<file path="config.mk">
export PLATFORM = sky130hd
export DESIGN_NAME = axis_y_transpose
export DESIGN_NICKNAME = d
export VERILOG_FILES = /design/src/rtl/axis_y_transpose.sv
export SDC_FILE = /design/constraint.sdc
export NUM_CORES = 1
export LEC_CHECK = 0
export CORE_MARGIN = 3
export CORE_UTILIZATION = 50
export CTS_BUF_LIST = sky130_fd_sc_hd__clkbuf_2
export CTS_CLUSTER_DIAMETER = 120
export DETAILED_ROUTE_END_ITERATION = 10
export GPL_TIMING_DRIVEN = 1
export PLACE_DENSITY = 0.82
export SLEW_MARGIN = 5
export SYNTH_ARGS = -nofsm -noshare
export SYNTH_HDL_FRONTEND = slang
export SYNTH_SLANG_ARGS = --single-unit
</file>
<file path="constraint.sdc">
create_clock -name clk -period 2.1 [get_ports clk]
set_clock_uncertainty 0.1 [all_clocks]
set_input_delay 0.315 -clock clk [delete_from_list [all_inputs] [get_ports clk]]
set_output_delay 0.315 -clock clk [all_outputs]
set_load 0.1 [all_outputs]
</file>
<file path="src/rtl/axis_y_transpose.sv">
// axis_y_transpose: receives systolic-array output tiles column by column,
// requantizes every accumulator word and re-emits the tile row by row.
// A ping-pong pair of tile banks lets one tile fill while the other drains.
// Optional feature: define AXIS_Y_REQUANT_SAT_EN to saturate narrowed words
// instead of keeping their low WO bits (wrap).
`timescale 1ns/1ps
module axis_y_transpose #(
    parameter int R     = 2,
    parameter int C     = 2,
    parameter int WY    = 16,
    parameter int WO    = 8,
    parameter int SHIFT = 4
) (
    input  logic                  clk,
    input  logic                  rstn,
    input  logic                  s_valid,
    output logic                  s_ready,
    input  logic                  s_last,
    input  logic [R-1:0][WY-1:0]  s_data,
    output logic                  m_valid,
    input  logic                  m_ready,
    output logic                  m_last,
    output logic [C-1:0][WO-1:0]  m_data,
    output logic                  s_err
);

    localparam int CW = (C > 1) ? $clog2(C) : 1;
    localparam int RW = (R > 1) ? $clog2(R) : 1;
    localparam int NW = $clog2(C + 1);

    // Tile storage: mem_q[bank][column][row]
    logic [WY-1:0] mem_q [2][C][R];

    // Write-side control
    logic          wb_q, wb_d;
    logic [CW-1:0] wc_q, wc_d;
    logic [1:0]    full_q, full_d;
    logic [NW-1:0] ncols_q [2];
    logic [NW-1:0] ncols_d [2];
    logic          err_q, err_d;

    // Read-side control and output registers
    logic          rb_q, rb_d;
    logic [RW-1:0] rr_q, rr_d;
    logic          mv_q, mv_d;
    logic          ml_q, ml_d;
    logic [C-1:0][WO-1:0] md_q, md_d;
    logic [C-1:0][WO-1:0] row_w;

    logic wr_hs;
    logic wr_close;
    logic rd_load;
    logic rd_last_row;

    // Arithmetic shift (floor toward -inf) followed by narrowing to WO bits
    function automatic logic [WO-1:0] requant(input logic [WY-1:0] y);
        logic signed [WY-1:0] v;
`ifdef AXIS_Y_REQUANT_SAT_EN
        logic signed [WY-1:0] qmax;
        logic signed [WY-1:0] qmin;
        qmax = WY'((2 ** (WO - 1)) - 1);
        qmin = ~qmax;
`endif
        v = $signed(y) >>> SHIFT;
`ifdef AXIS_Y_REQUANT_SAT_EN
        if (v > qmax) begin
            v = qmax;
        end else if (v < qmin) begin
            v = qmin;
        end
`endif
        return v[WO-1:0];
    endfunction

    assign s_ready     = !full_q[wb_q];
    assign wr_hs       = s_valid && s_ready;
    assign wr_close    = (wc_q == CW'(C - 1)) || s_last;
    assign rd_load     = (!mv_q || m_ready) && full_q[rb_q];
    assign rd_last_row = (rr_q == RW'(R - 1));

    assign m_valid = mv_q;
    assign m_last  = ml_q;
    assign m_data  = md_q;
    assign s_err   = err_q;

    // Gather row rr of the draining bank; columns never written read as zero
    always_comb begin
        row_w = '0;
        for (int c = 0; c < C; c++) begin
            if (NW'(c) < ncols_q[rb_q]) begin
                row_w[c] = requant(mem_q[rb_q][c][rr_q]);
            end
        end
    end

    // Next-state for both sides; the two sides only ever touch different banks
    always_comb begin
        wb_d    = wb_q;
        wc_d    = wc_q;
        full_d  = full_q;
        ncols_d = ncols_q;
        err_d   = err_q;
        rb_d    = rb_q;
        rr_d    = rr_q;
        mv_d    = mv_q;
        ml_d    = ml_q;
        md_d    = md_q;

        if (wr_hs) begin
            if (s_last && (wc_q != CW'(C - 1))) begin
                err_d = 1'b1;
            end
            if (!s_last && (wc_q == CW'(C - 1))) begin
                err_d = 1'b1;
            end
            if (wr_close) begin
                full_d[wb_q]  = 1'b1;
                ncols_d[wb_q] = NW'(wc_q) + NW'(1);
                wc_d          = '0;
                wb_d          = ~wb_q;
            end else begin
                wc_d = wc_q + CW'(1);
            end
        end

        if (rd_load) begin
            mv_d = 1'b1;
            ml_d = rd_last_row;
            md_d = row_w;
            if (rd_last_row) begin
                full_d[rb_q] = 1'b0;
                rb_d         = ~rb_q;
                rr_d         = '0;
            end else begin
                rr_d = rr_q + RW'(1);
            end
        end else if (mv_q && m_ready) begin
            mv_d = 1'b0;
        end
    end

    // Bank write on every accepted column; data storage needs no reset
    always_ff @(posedge clk) begin
        if (wr_hs) begin
            for (int r = 0; r < R; r++) begin
                mem_q[wb_q][wc_q][r] <= s_data[r];
            end
        end
    end

    // Control and output registers; reset discards both banks
    always_ff @(posedge clk or negedge rstn) begin
        if (!rstn) begin
            wb_q       <= 1'b0;
            wc_q       <= '0;
            full_q     <= '0;
            ncols_q[0] <= '0;
            ncols_q[1] <= '0;
            err_q      <= 1'b0;
            rb_q       <= 1'b0;
            rr_q       <= '0;
            mv_q       <= 1'b0;
            ml_q       <= 1'b0;
            md_q       <= '0;
        end else begin
            wb_q       <= wb_d;
            wc_q       <= wc_d;
            full_q     <= full_d;
            ncols_q[0] <= ncols_d[0];
            ncols_q[1] <= ncols_d[1];
            err_q      <= err_d;
            rb_q       <= rb_d;
            rr_q       <= rr_d;
            mv_q       <= mv_d;
            ml_q       <= ml_d;
            md_q       <= md_d;
        end
    end

endmodule

</file>
; Yosys cells after proc, flatten, opt, wreduce, memory -nomap -nowiden
; Memories as Yosys holds them, arrays and structs flattened.
; Index checks and enable logic that the tools add are counted.
[totals]
mem_bits_rw = 128
wordCells = 224
out_inout_bits = 20
memories = 1
in_bits = 37
regBits = 29
[classes]
n_mux = 103
n_lt_le_gt_ge = 12
bitwise = 74
n_reduce_logical = 19
add_sub_neg = 3
[memory_table]
columns = name, depth, width, read_ports, rd_clocked_by_memory_dff, write_ports, line
row1 = mem_q, 2, 64, 1, 0, 1, 32  ; logic [WY-1:0] mem_q [2][C][R];
[ops]
columns = op, n
row1 = $mux 64, 2
row2 = $mux 1, 77
row3 = $mux 12, 6
row4 = $demux 32 s1, 2
row5 = $or 1x1->1, 64
row6 = $mux 32, 1
row7 = $mux 16, 1
row8 = $mux 2, 8
row9 = $mux 8, 2
row10 = $logic_and 1x1->1, 9
row11 = $ge 2x2->1 const B, 4
row12 = $not 1->2, 4
row13 = $reduce_and 2->1, 3
row14 = $bwmux 4, 1
row15 = $lt 1x2->1 const A, 2
row16 = $lt 1x2->1 const B, 2
row17 = $lt 2x1->1 const B, 2
row18 = $reduce_bool 2->1, 2
row19 = $logic_not 1->1, 3
row20 = $not 1->1, 3
row21 = $add 1x1->1 const B, 2
row22 = $add 1x1->2 const B, 1
row23 = $and 2x2->2, 1
row24 = $demux 1 s1, 2
row25 = other kinds (5), 7

; Logic depth before layout (Yosys ltp)
[depth]
ltp_word = 10
ltp_mapped = 5
mapped_depth_nobuf = 5

; Worst setup path after synthesis
; OpenSTA, ideal clock, no wires.
[synth_timing]
path_kind = reg-to-reg
start = register wb_q
end = memory mem_q[0][10] in the netlist's numbering (enable)
stages_incl_launch_ff = 5
path_buffers = 1
setup_time_ns = 0.389
period_less_slack_ns = 2.709
setup_slack_ns = -0.609
required_time_ns = 1.611
t_arrival_ns = 2.220
cell_sequence = dfrtp_1 -> buf_6 -> mux2i_4 -> nand3_4 -> nor2_1
[synth_via]
elab_chain_cells = 7
word_cells_on_any_way = 8
classes_between = 5 x mux / 1 x bitwise / 2 x reduce/logical
[synth_rtl]
columns = element, line
row1 = start: declaration, 35  ; logic wb_q, wb_d;
row2 = start signal: assignment, 166  ; wb_q <= wb_d;
row3 = $mux 1 (implied by the code) * (2 in series), 75  ; assign s_ready = !full_q[wb_q];
row4 = $logic_not 1->1 *, 75
row5 = via s_ready, 17  ; output logic s_ready,
row6 = $logic_and 1x1->1 *, 76  ; assign wr_hs = s_valid && s_ready;
row7 = $mux 1 *, 144  ; if (wr_hs) begin
row8 = $mux 64 (implied by the code), 146  ; mem_q[wb_q][wc_q][r] <= s_data[r];
row9 = $or 1x1->1 (no source line) *, -
row10 = end: declaration, 32
; The timed path passes the listed nets; every way through them passes the cells marked *. The select of a mux whose other input is x is not followed.

; Worst setup path in the final report
[layout_timing]
start = register wb_q
end = memory mem_q[0][22] in the netlist's numbering (enable)
[layout_via]
elab_chain_cells = 7
word_cells_on_any_way = 8
classes_between = 5 x mux / 1 x bitwise / 2 x reduce/logical
[layout_rtl]
columns = element, line
row1 = $mux 1 (implied by the code) (2 in series), 75
row2 = $logic_not 1->1, 75
row3 = $logic_and 1x1->1, 76
row4 = $mux 1, 144
row5 = $mux 64 (implied by the code), 146
row6 = $or 1x1->1 (no source line), -
; Several ways; a longest one is shown, not always the timed one. The select of a mux whose other input is x is not followed.

==> summary.md <==
| Metric | Value |
|---|---|
| Outcome | `complete, no violations` |
| Total setup violations reported at the end of the flow | `0` |
| Leakage | `1.68 nW` |
| Initial antenna violation count | `0` |
| Die W | `93.2 um` |
| Number of inserted filler cells in the final layout | `521` |
| CTS clock-pin slew for the worst setup and hold paths | `0.24 ns` |
| Count of clock tree sinks | `93` |
| Number of maximum-capacitance violations | `0` |
| Areal power density over the cells | `1470 nW/um^2` |
| Cell breakdown of the critical path | `mux2i_4 -> buf_12 -> nand3_4 -> nor2_4 -> buf_4` |
| Setup slack after layout | `0.142 ns` |
| Syn Std Cell Area | `3800 um^2` |
| Gate count after technology mapping | `212` |
| Highest cell delay on the worst timing path | `0.46 ns` |
| Post-synthesis sequential area ratio | `0.696` |
| Number of enable-type register cells in the synthesized netlist | `64` |
| Worst voltage drop across the vdd grid | `0.725 mV` |
| Worst Setup Start Kind | `flip-flop` |
| Final antenna diode count | `0` |
| Synth async-reset ratio | `0.312` |
| Crit Path Max Fanout | `10` |
| Data arrival, critical path | `2.09 ns` |
| Multi-input gate area in the final layout | `1090 um^2` |
| Number of different library cells in the post-synthesis netlist | `35` |
| Post-route clock period utilization | `0.932` |
| Final-report hold violation count | `0` |
| Routability congestion estimate | `0.728` |
| Number of buffers created by CTS | `9` |
| Clock H-tree levels | `3` |
| Flip-flop and latch count after synthesis | `93` |
| R2R depth | `5` |
| Die outline height | `93.2 um` |
| Category of the critical setup timing path | `reg2reg` |
| Clk Tree Root Cell | `clkbuf_2` |
| CTS tree | `built` |
| Area Growth Syn to Fin | `19.0%` |
| Vias per Instance | `5.55` |
| Area taken by flip-flops and latches | `2650 um^2` |
| Maximum buffer depth of the clock tree | `2` |
| Net Count, Synth | `250` |
| Global routing usage summed across all routing layers | `0.178` |
| Type of destination of the critical path | `flip-flop` |
| Detailed Routing Iterations Pass 1 | `4` |
| Post-synthesis area per instance | `17.9 um^2` |
| Clk Latency, worst-skew pair | `0.52 ns` |
| Cell with the biggest individual delay on the critical path | `dfrtp_1` |
| Final Total Pwr | `6.68 mW` |
| Site Rows | `31` |
| Final number of max-transition violations | `0` |
| Maximum number of pins on one net before global-route repair | `30` |
| Warnings, synthesis | `0` |
| 1st-iter DRT viols | `185` |
| Share of cells above drive strength 1 | `0.376` |
| DRC Markers | `0` |
| Global-route wire length before repair | `11,400 um` |
| Unrepaired setup endpoints after global routing | `no` |
| Starting utilization of the core area | `0.519` |
| Final nets | `307` |
| Worst Setup Slack post-DPL | `-0.0628 ns` |
| Routed wire length per instance | `18.6 um` |
| Wirelength, routed | `6950 um` |
| Total vias in the final route | `2,069` |
| Count of buffers from port buffering | `40` |
| Peak clock frequency supported by timing | `511 MHz` |
| Total congestion overflow | `0` |
| Smallest hold slack | `0.0340 ns` |
| Worst rel slew slack | `0.683` |
| Pin slew with the least headroom to its limit | `0.474 ns` |
| Area of the core | `7330 um^2` |
| Number of placed I/O pins | `57` |
| Time the final worst path needs with I/O delays and setup | `1.96 ns` |
| Flip-flop cell with the highest count after synthesis | `edfxtp_1` |
| Final antenna-violating net count | `0` |
| Class of the most critical hold timing path | `in2async` |
| Half-perimeter wire length after placement | `4760 um` |
| Via count of the first global-routing pass | `2,199` |
| Critical path data required time | `2.24 ns` |
| Floorplan die area | `8690 um^2` |
layout make-up:
class                      instances  share of cell area
sequential                        93               0.585
multi-input combinational        103               0.240
timing repair buffer              58               0.121
tap                               99              0.0273
clock buffer                      11              0.0122
clock inverter                     5              0.0113
inverter                           4             0.00331
repair_timing:
| item | 4_1_cts | 5_1_grt |
|---|---|---|
| setup endpoints to repair | 0 | 2 |
| hold buffers | 0 | 0 |
| resized for setup | 0 | 1 |
| buffers inserted | 0 | 2 |
flip-flops by register name (all words and copies together) (netlist names), 2 cells and up:
name / count
mem_q: 64
m_data: 16
ncols_q: 4
full_q: 2
path summary, 6_finish.rpt:
path | to | slack [ns] | startpoint
min in group clk | mem_q[1][25] | 0.35 | s_data[9]
max in group asynchronous | m_data[4] | 1.56 | rstn
worst min register to register | s_err | 0.42 | s_err
worst max register to register | mem_q[0][22] | 0.14 | wb_q
worst max-delay path | mem_q[0][22] | 0.14 | wb_q
worst min-delay path | m_data[15] | 0.03 | rstn
synth_stat cells (2+ instances only):
master / number / area share
nand2_1: 3 / 0.0030
buf_4: 2 / 0.0039
nor2_1: 6 / 0.0059
clkbuf_1: 3 / 0.0030
mux2i_1: 3 / 0.0079
xnor2_1: 2 / 0.0046
o21ai_1: 8 / 0.011
a22o_1: 8 / 0.018
dfrtp_1: 29 / 0.19
nand3_1: 9 / 0.012
buf_2: 2 / 0.0026
o21ai_0: 9 / 0.012
mux4_2: 16 / 0.095
a21oi_1: 2 / 0.0026
nand3_4: 2 / 0.0092
buf_6: 4 / 0.012
inv_1: 4 / 0.0039
mux2_2: 20 / 0.059
edfxtp_1: 64 / 0.51
stage by stage:
step	instances	instance area [um^2]	setup TNS [ns]	utilization
global placement	355	4390	-0.0365	0.599
detailed placement	355	4390	-0.116	0.599
global route	373	4530	0	0.618
CTS	371	4500	0	0.614
floorplan	212	3830	-17.40	-
finish	373	4530	0	0.618
cell families (layout without fill, tap and decap cells):
group | count (synthesis) | count (layout) | synth area share
and+or+nand+nor | 29 | 29 | 0.0503
AOI/OAI and AO/OA | 31 | 31 | 0.0520
xor gates and xnor gates | 2 | 2 | 0.00460
DFF | 93 | 93 | 0.696
muxes | 40 | 40 | 0.168
buffers and inverters | 16 | 78 | 0.0263
adders and majority gates | 1 | 1 | 0.00329
report_power, final:
group | internal, mW | switching, mW | total [mW]
Combinational | 1.16 | 2.09 | 3.25
Clock | 0.281 | 0.551 | 0.831
Sequential | 2.39 | 0.210 | 2.60
Total | 3.83 | 2.85 | 6.68
routing by layer:
metal | GRT usage | up-vias | routed length, um
met2 | 0.284 | 64 | 3550
met3 | 0.0322 | 5 | 465
met4 | 0.0794 | 0 | 50
met1 | 0.242 | 1054 | 2880
li1 | - | 946 | -
met5 | 0 | - | 0
layout by cell type (no fill, tap or decap), drive strengths merged:
| master | n |
|---|---|
| ha | 1 |
| dfrtp | 29 |
| a21oi | 2 |
| a41oi | 1 |
| nor3 | 1 |
| bufinv | 1 |
| a31o | 1 |
| mux2i | 4 |
| nand2 | 4 |
| a31oi | 1 |
| nand3 | 11 |
| or3b | 2 |
| inv | 5 |
| and4bb | 1 |
| mux2 | 20 |
| nor2 | 6 |
| nand2b | 1 |
| clkbuf | 11 |
| clkinv | 3 |
| a22o | 8 |
| and3 | 1 |
| buf | 38 |
| edfxtp | 64 |
| nor2b | 1 |
| o21ai | 17 |
| clkdlybuf4s50 | 20 |
| or3 | 1 |
| xnor2 | 2 |
| mux4 | 16 |
| o22a | 1 |
critical path, delay by kind of cell, from the launching register on:
family,cells,cell delay [ns]
flip-flops,1,0.46
AND/OR/NAND/NOR,2,0.43
buffers and inverters,2,0.34
multiplexers,1,0.34
Note: power is estimated with default switching activity, not from simulation.
